### src/rtl/mdio_controller.sv
// rtl/mdio_controller.sv - host-side MDIO frame generator with self-generated MDC
module mdio_controller #(
  parameter int MDC_HALF = 1
) (
  input  logic        CLK,
  input  logic        RESET,
  input  logic        MDIO_START,
  input  logic [31:0] T_DATA,
  input  logic        MDIO_IN,
  output logic        MDC,
  output logic        MDIO_OUT,
  output logic        MDIO_OE,
  output logic [15:0] RD_DATA,
  output logic        DATA_RDY,
  output logic        BUSY
);

  localparam int DIV_W = (MDC_HALF > 1) ? $clog2(MDC_HALF) : 1;
  localparam logic [DIV_W-1:0] DIV_LAST = DIV_W'(MDC_HALF - 1);

  typedef enum logic [1:0] {
    S_IDLE,
    S_ARM,
    S_DRIVE,
    S_RELEASE_RD
  } state_t;

  state_t            state_q, state_d;
  logic [DIV_W-1:0]  div_cnt_q, div_cnt_d;
  logic              mdc_q, mdc_d;
  logic [31:0]       shift_q, shift_d;
  logic              op_rd_q, op_rd_d;
  logic [4:0]        bit_cnt_q, bit_cnt_d;
  logic [15:0]       cap_q, cap_d;
  logic              mdio_out_q, mdio_out_d;
  logic              mdio_oe_q, mdio_oe_d;
  logic [15:0]       rd_data_q, rd_data_d;
  logic              data_rdy_q, data_rdy_d;
  logic              busy_q, busy_d;
  logic              div_wrap;
  logic              fall_tick;

  // Next-state: MDC divider plus frame sequencing; all bus activity on falling ticks
  always_comb begin
    state_d    = state_q;
    div_cnt_d  = div_cnt_q;
    mdc_d      = mdc_q;
    shift_d    = shift_q;
    op_rd_d    = op_rd_q;
    bit_cnt_d  = bit_cnt_q;
    cap_d      = cap_q;
    mdio_out_d = mdio_out_q;
    mdio_oe_d  = mdio_oe_q;
    rd_data_d  = rd_data_q;
    data_rdy_d = 1'b0;
    busy_d     = busy_q;

    div_wrap  = (div_cnt_q == DIV_LAST);
    fall_tick = div_wrap && mdc_q;

    if (div_wrap) begin
      div_cnt_d = '0;
      mdc_d     = ~mdc_q;
    end else begin
      div_cnt_d = div_cnt_q + 1'b1;
    end

    case (state_q)
      S_IDLE: begin
        if (MDIO_START) begin
          shift_d = T_DATA;
          op_rd_d = (T_DATA[29:28] == 2'b10);
          busy_d  = 1'b1;
          state_d = S_ARM;
        end
      end
      S_ARM: begin
        if (fall_tick) begin
          mdio_oe_d  = 1'b1;
          mdio_out_d = shift_q[31];
          shift_d    = {shift_q[30:0], 1'b0};
          bit_cnt_d  = 5'd0;
          state_d    = S_DRIVE;
        end
      end
      S_DRIVE: begin
        if (fall_tick) begin
          // A read hands the bus to the PHY after TA; anything else runs 32 bits
          if ((op_rd_q && bit_cnt_q == 5'd15) || (!op_rd_q && bit_cnt_q == 5'd31)) begin
            mdio_oe_d  = 1'b0;
            mdio_out_d = 1'b0;
            bit_cnt_d  = 5'd0;
            if (op_rd_q) begin
              state_d = S_RELEASE_RD;
            end else begin
              busy_d  = 1'b0;
              state_d = S_IDLE;
            end
          end else begin
            bit_cnt_d  = bit_cnt_q + 5'd1;
            mdio_out_d = shift_q[31];
            shift_d    = {shift_q[30:0], 1'b0};
          end
        end
      end
      S_RELEASE_RD: begin
        if (fall_tick) begin
          cap_d     = {cap_q[14:0], MDIO_IN};
          bit_cnt_d = bit_cnt_q + 5'd1;
          if (bit_cnt_q == 5'd15) begin
            rd_data_d  = {cap_q[14:0], MDIO_IN};
            data_rdy_d = 1'b1;
            busy_d     = 1'b0;
            bit_cnt_d  = 5'd0;
            state_d    = S_IDLE;
          end
        end
      end
      default: state_d = S_IDLE;
    endcase
  end

  // State registers with synchronous active-low reset; reset abandons any frame
  always_ff @(posedge CLK) begin
    if (!RESET) begin
      state_q    <= S_IDLE;
      div_cnt_q  <= '0;
      mdc_q      <= 1'b0;
      shift_q    <= 32'd0;
      op_rd_q    <= 1'b0;
      bit_cnt_q  <= 5'd0;
      cap_q      <= 16'd0;
      mdio_out_q <= 1'b0;
      mdio_oe_q  <= 1'b0;
      rd_data_q  <= 16'd0;
      data_rdy_q <= 1'b0;
      busy_q     <= 1'b0;
    end else begin
      state_q    <= state_d;
      div_cnt_q  <= div_cnt_d;
      mdc_q      <= mdc_d;
      shift_q    <= shift_d;
      op_rd_q    <= op_rd_d;
      bit_cnt_q  <= bit_cnt_d;
      cap_q      <= cap_d;
      mdio_out_q <= mdio_out_d;
      mdio_oe_q  <= mdio_oe_d;
      rd_data_q  <= rd_data_d;
      data_rdy_q <= data_rdy_d;
      busy_q     <= busy_d;
    end
  end

  assign MDC      = mdc_q;
  assign MDIO_OUT = mdio_out_q;
  assign MDIO_OE  = mdio_oe_q;
  assign RD_DATA  = rd_data_q;
  assign DATA_RDY = data_rdy_q;
  assign BUSY     = busy_q;

endmodule

### config.mk
export PLATFORM = sky130hd
export DESIGN_NAME = mdio_controller
export DESIGN_NICKNAME = d
export VERILOG_FILES = /design/src/rtl/mdio_controller.sv
export SDC_FILE = /design/constraint.sdc
export NUM_CORES = 1
export LEC_CHECK = 0
export ABC_AREA = 1
export BUFFER_PORTS_ARGS = -buffer_cell sky130_fd_sc_hd__buf_4
export CAP_MARGIN = 20
export CORE_MARGIN = 10
export CORE_UTILIZATION = 45
export CTS_CLUSTER_DIAMETER = 50
export CTS_CLUSTER_SIZE = 12
export DETAILED_ROUTE_END_ITERATION = 16
export GPL_TIMING_DRIVEN = 0
export PLACE_DENSITY_LB_ADDON = 0.1
export SLEW_MARGIN = 40
export SYNTH_ARGS = -nofsm -noshare
export SYNTH_HDL_FRONTEND = slang
export SYNTH_SLANG_ARGS = --single-unit
### constraint.sdc
create_clock -name CLK -period 2.14 [get_ports CLK]
set_input_delay 0.428 -clock CLK [delete_from_list [all_inputs] [get_ports CLK]]
set_output_delay 0.428 -clock CLK [all_outputs]
set_load 0.01 [all_outputs]
==> impl_metrics.env <==
export IMPL_dpl_cell_area_um2=4080
export IMPL_grt_pass1_vias=3245
export IMPL_syn_num_nets=550
export IMPL_path_max_fanout=10
export IMPL_total_power_mw=5.49
export IMPL_drt_wl_total_um=8820
export IMPL_htree_levels=3
export IMPL_avgSynthCellArea_um2=7.02
export IMPL_worstPathRequired_ps=2390
export IMPL_first_iter_violations=129
export IMPL_grt_antenna_before_repair=0
export IMPL_layout_drive_gt1_share_pct=21.0
export IMPL_async_flop_share_pct=0
export IMPL_maxSlewViolCount=0
export IMPL_gp_congestion=0.873
export IMPL_cp_num_buf_inv=2
export IMPL_syn_instance_count=503
export IMPL_grt_max_degree=16
export IMPL_track_usage_pct=15.3
export IMPL_cts_path_max_buffers=2
export IMPL_max_cap_violations=0
export IMPL_power_density_nw_per_um2=1270
export IMPL_crit_arrival_ps=2250
export IMPL_yosys_warnings=0
export IMPL_synth_distinct_cells=21
export IMPL_ant_nets=0
export IMPL_finalCritPeriodShare_pct=93.3
export IMPL_post_dp_hpwl_um=6350
export IMPL_synthToLayoutAreaGrowth_pct=22.0
export IMPL_synthFlopType="dfxtp_1"
export IMPL_dp_cells=661
export IMPL_synth_edf_count=0
export IMPL_worstSetupStartpointType="flop"
export IMPL_yosys_area_top_type="dfxtp_1"
export IMPL_cts_buffers=9
export IMPL_path_clk_slew_ps=90
export IMPL_fin_cells=678
export IMPL_skew_ps=10.6
export IMPL_synthTopCellsByArea="dfxtp_1, nand2_1, nor2_1, nand4_1, a21oi_1"
export IMPL_synth_most_common_cell="nand2_1"
export IMPL_yosysSeqAreaShare_pct=43.6
export IMPL_ios=57
export IMPL_drtPass1Iterations=4
export IMPL_max_stage_delay_ps=360
export IMPL_fin_util_pct=56.1
export IMPL_clock_fmax_ghz=0.501
export IMPL_maxSlewHeadroom_pct=63.9
export IMPL_die_w_um=109
export IMPL_ys_seq_elements=77
export IMPL_status="finished, final reports clean"
export IMPL_max_slew_worst_pin_slew_ps=542
export IMPL_diodes=0
export IMPL_synth_common_cells="nand2_1, dfxtp_1, nor2_1"
export IMPL_crit_chain="ha_2, nand2_2, nor2_4, ha_2, nand2_1, nand3_2, nand2_2, and2_4, buf_6, buf_6, nor2_1, nor2_1"
export IMPL_numPortBuffers=56
export IMPL_post_route_min_period_ps=2000
export IMPL_finalSetupViolCount=0
export IMPL_cpLargestDelayFamily="simple AND/OR/NAND/NOR gates"
export IMPL_clock_sinks=77
export IMPL_end_kind="flop"
export IMPL_core_area_um2=7690
export IMPL_cts_root_buf="clkbuf_8"
export IMPL_core_rowCount=32
export IMPL_vias=3321
export IMPL_yosys_area_top_type_share_pct=43.6
export IMPL_design_area_um2=4310
export IMPL_whs_ps=361
export IMPL_die_h_um=109
export IMPL_p_leak_nw=1.89
export IMPL_gr_total_overflow=0
export IMPL_timing_hold_violations_final=0
export IMPL_initial_core_util_pct=45.9
export IMPL_syn_area_um2=3530
export IMPL_grt_first_pass_wirelength_um=14700
export IMPL_tritoncts="done"
export IMPL_drcViolationCount=0
export IMPL_clock_latency_ps=350
export IMPL_die_area_um2=11800
export IMPL_wl_per_cell_um=13.0
export IMPL_vdd_ir_drop_max_uv=686
export IMPL_min_path_type="input pin to flop"
export IMPL_cp_slowest_cell="dfxtp_2"
export IMPL_viasPerCell=4.90
export IMPL_nets=618
export IMPL_crit_type="flop to flop"
-- repair_timing --
item                                    4_1_cts  5_1_grt
resized for setup                             4       14
setup buffers                                 0        1
pin swaps                                     0        1
hold endpoints to repair                      0        0
endpoints found under the setup margin       32       35
hold buffers                                  0        0
-- cell type report --
| cell class | instances | area, um^2 |
|---|---|---|
| Fill cell | 798 | 3380 |
| Timing Repair Buffer | 57 | 428 |
| Buffer | 32 | 170 |
| Tap cell | 102 | 128 |
| Clock buffer | 9 | 124 |
| Inverter | 26 | 97.6 |
| Sequential cell | 77 | 1540 |
| Multi-Input combinational cell | 368 | 1760 |
| Clock inverter | 7 | 57.6 |
-- routing by layer --
metal / vias to the layer above / wire, um / global-route usage (%)
met1: 1503 / 3890 / 17.8
met3: 8 / 476 / 4.58
met2: 57 / 4360 / 26.2
li1: 1753 / - / -
met5: - / 0 / 0
met4: 0 / 95 / 5.46
-- power breakdown --
part           internal, mW  switching [mW]  leakage, nW  total, mW
registers              1.71           0.157        0.630       1.86
clock network         0.437           0.598       0.0881       1.04
logic                 0.979            1.61         1.17       2.59
-- state kept, by name, summed over array words and instances, names as in the netlist --
signal,count
BUSY,1
DATA_RDY,1
MDC,1
MDIO_OE,1
MDIO_OUT,1
RD_DATA,16
bit_cnt_q,5
cap_q,15
div_cnt_q,1
op_rd_q,1
shift_q,32
state_q,2
-- kinds of logic after synthesis --
family / count (synthesis) / synth area share, %
adders and majority gates: 11 / 3.90
and+or+nand+nor: 296 / 36.2
other: 1 / 0.106
buffers and inverters: 58 / 7.47
DFF: 77 / 43.6
AOI/OAI and AO/OA: 60 / 8.64
-- layout by cell type, fill, tap and decap left out, types with 16 or more instances in the layout --
master / count
nand2_1: 149
dfxtp_1: 75
nor2_1: 65
buf_4: 57
a21oi_1: 35
nand4_1: 30
nand3_1: 26
inv_1: 24
o21ai_0: 23
nor2_2: 16
clkbuf_1: 16
-- path summary, 6_finish.rpt --
kind | start | endpoint | slack, ps | cells after the start
worst min register to register | RD_DATA[2] | RD_DATA[2] | 470 | 2
worst max register to register | bit_cnt_q[1] | shift_q[14] | 140 | 12
worst max-delay path | bit_cnt_q[1] | shift_q[14] | 140 | 12
worst min-delay path | MDIO_IN | cap_q[0] | 360 | 3
-- stage by stage --
step,setup TNS (ps),worst slack (ps)
2_1_floorplan,0,189
3_3_place_gp,-3270,-122
3_5_place_dp,-4160,-160
4_1_cts,0,28.4
5_1_grt,-48.7,-10.8
6_report,0,142
-- worst reg2reg max path, cell delays in order (launching register included) --
cell and delay (ps):
dfxtp_2 360, ha_2 190, nand2_2 80, nor2_4 190, ha_2 200, nand2_1 80
nand3_2 100, nand2_2 110, and2_4 180, buf_6 120, buf_6 140, nor2_1 90
nor2_1 50
Power figures use the tool's default switching activity.
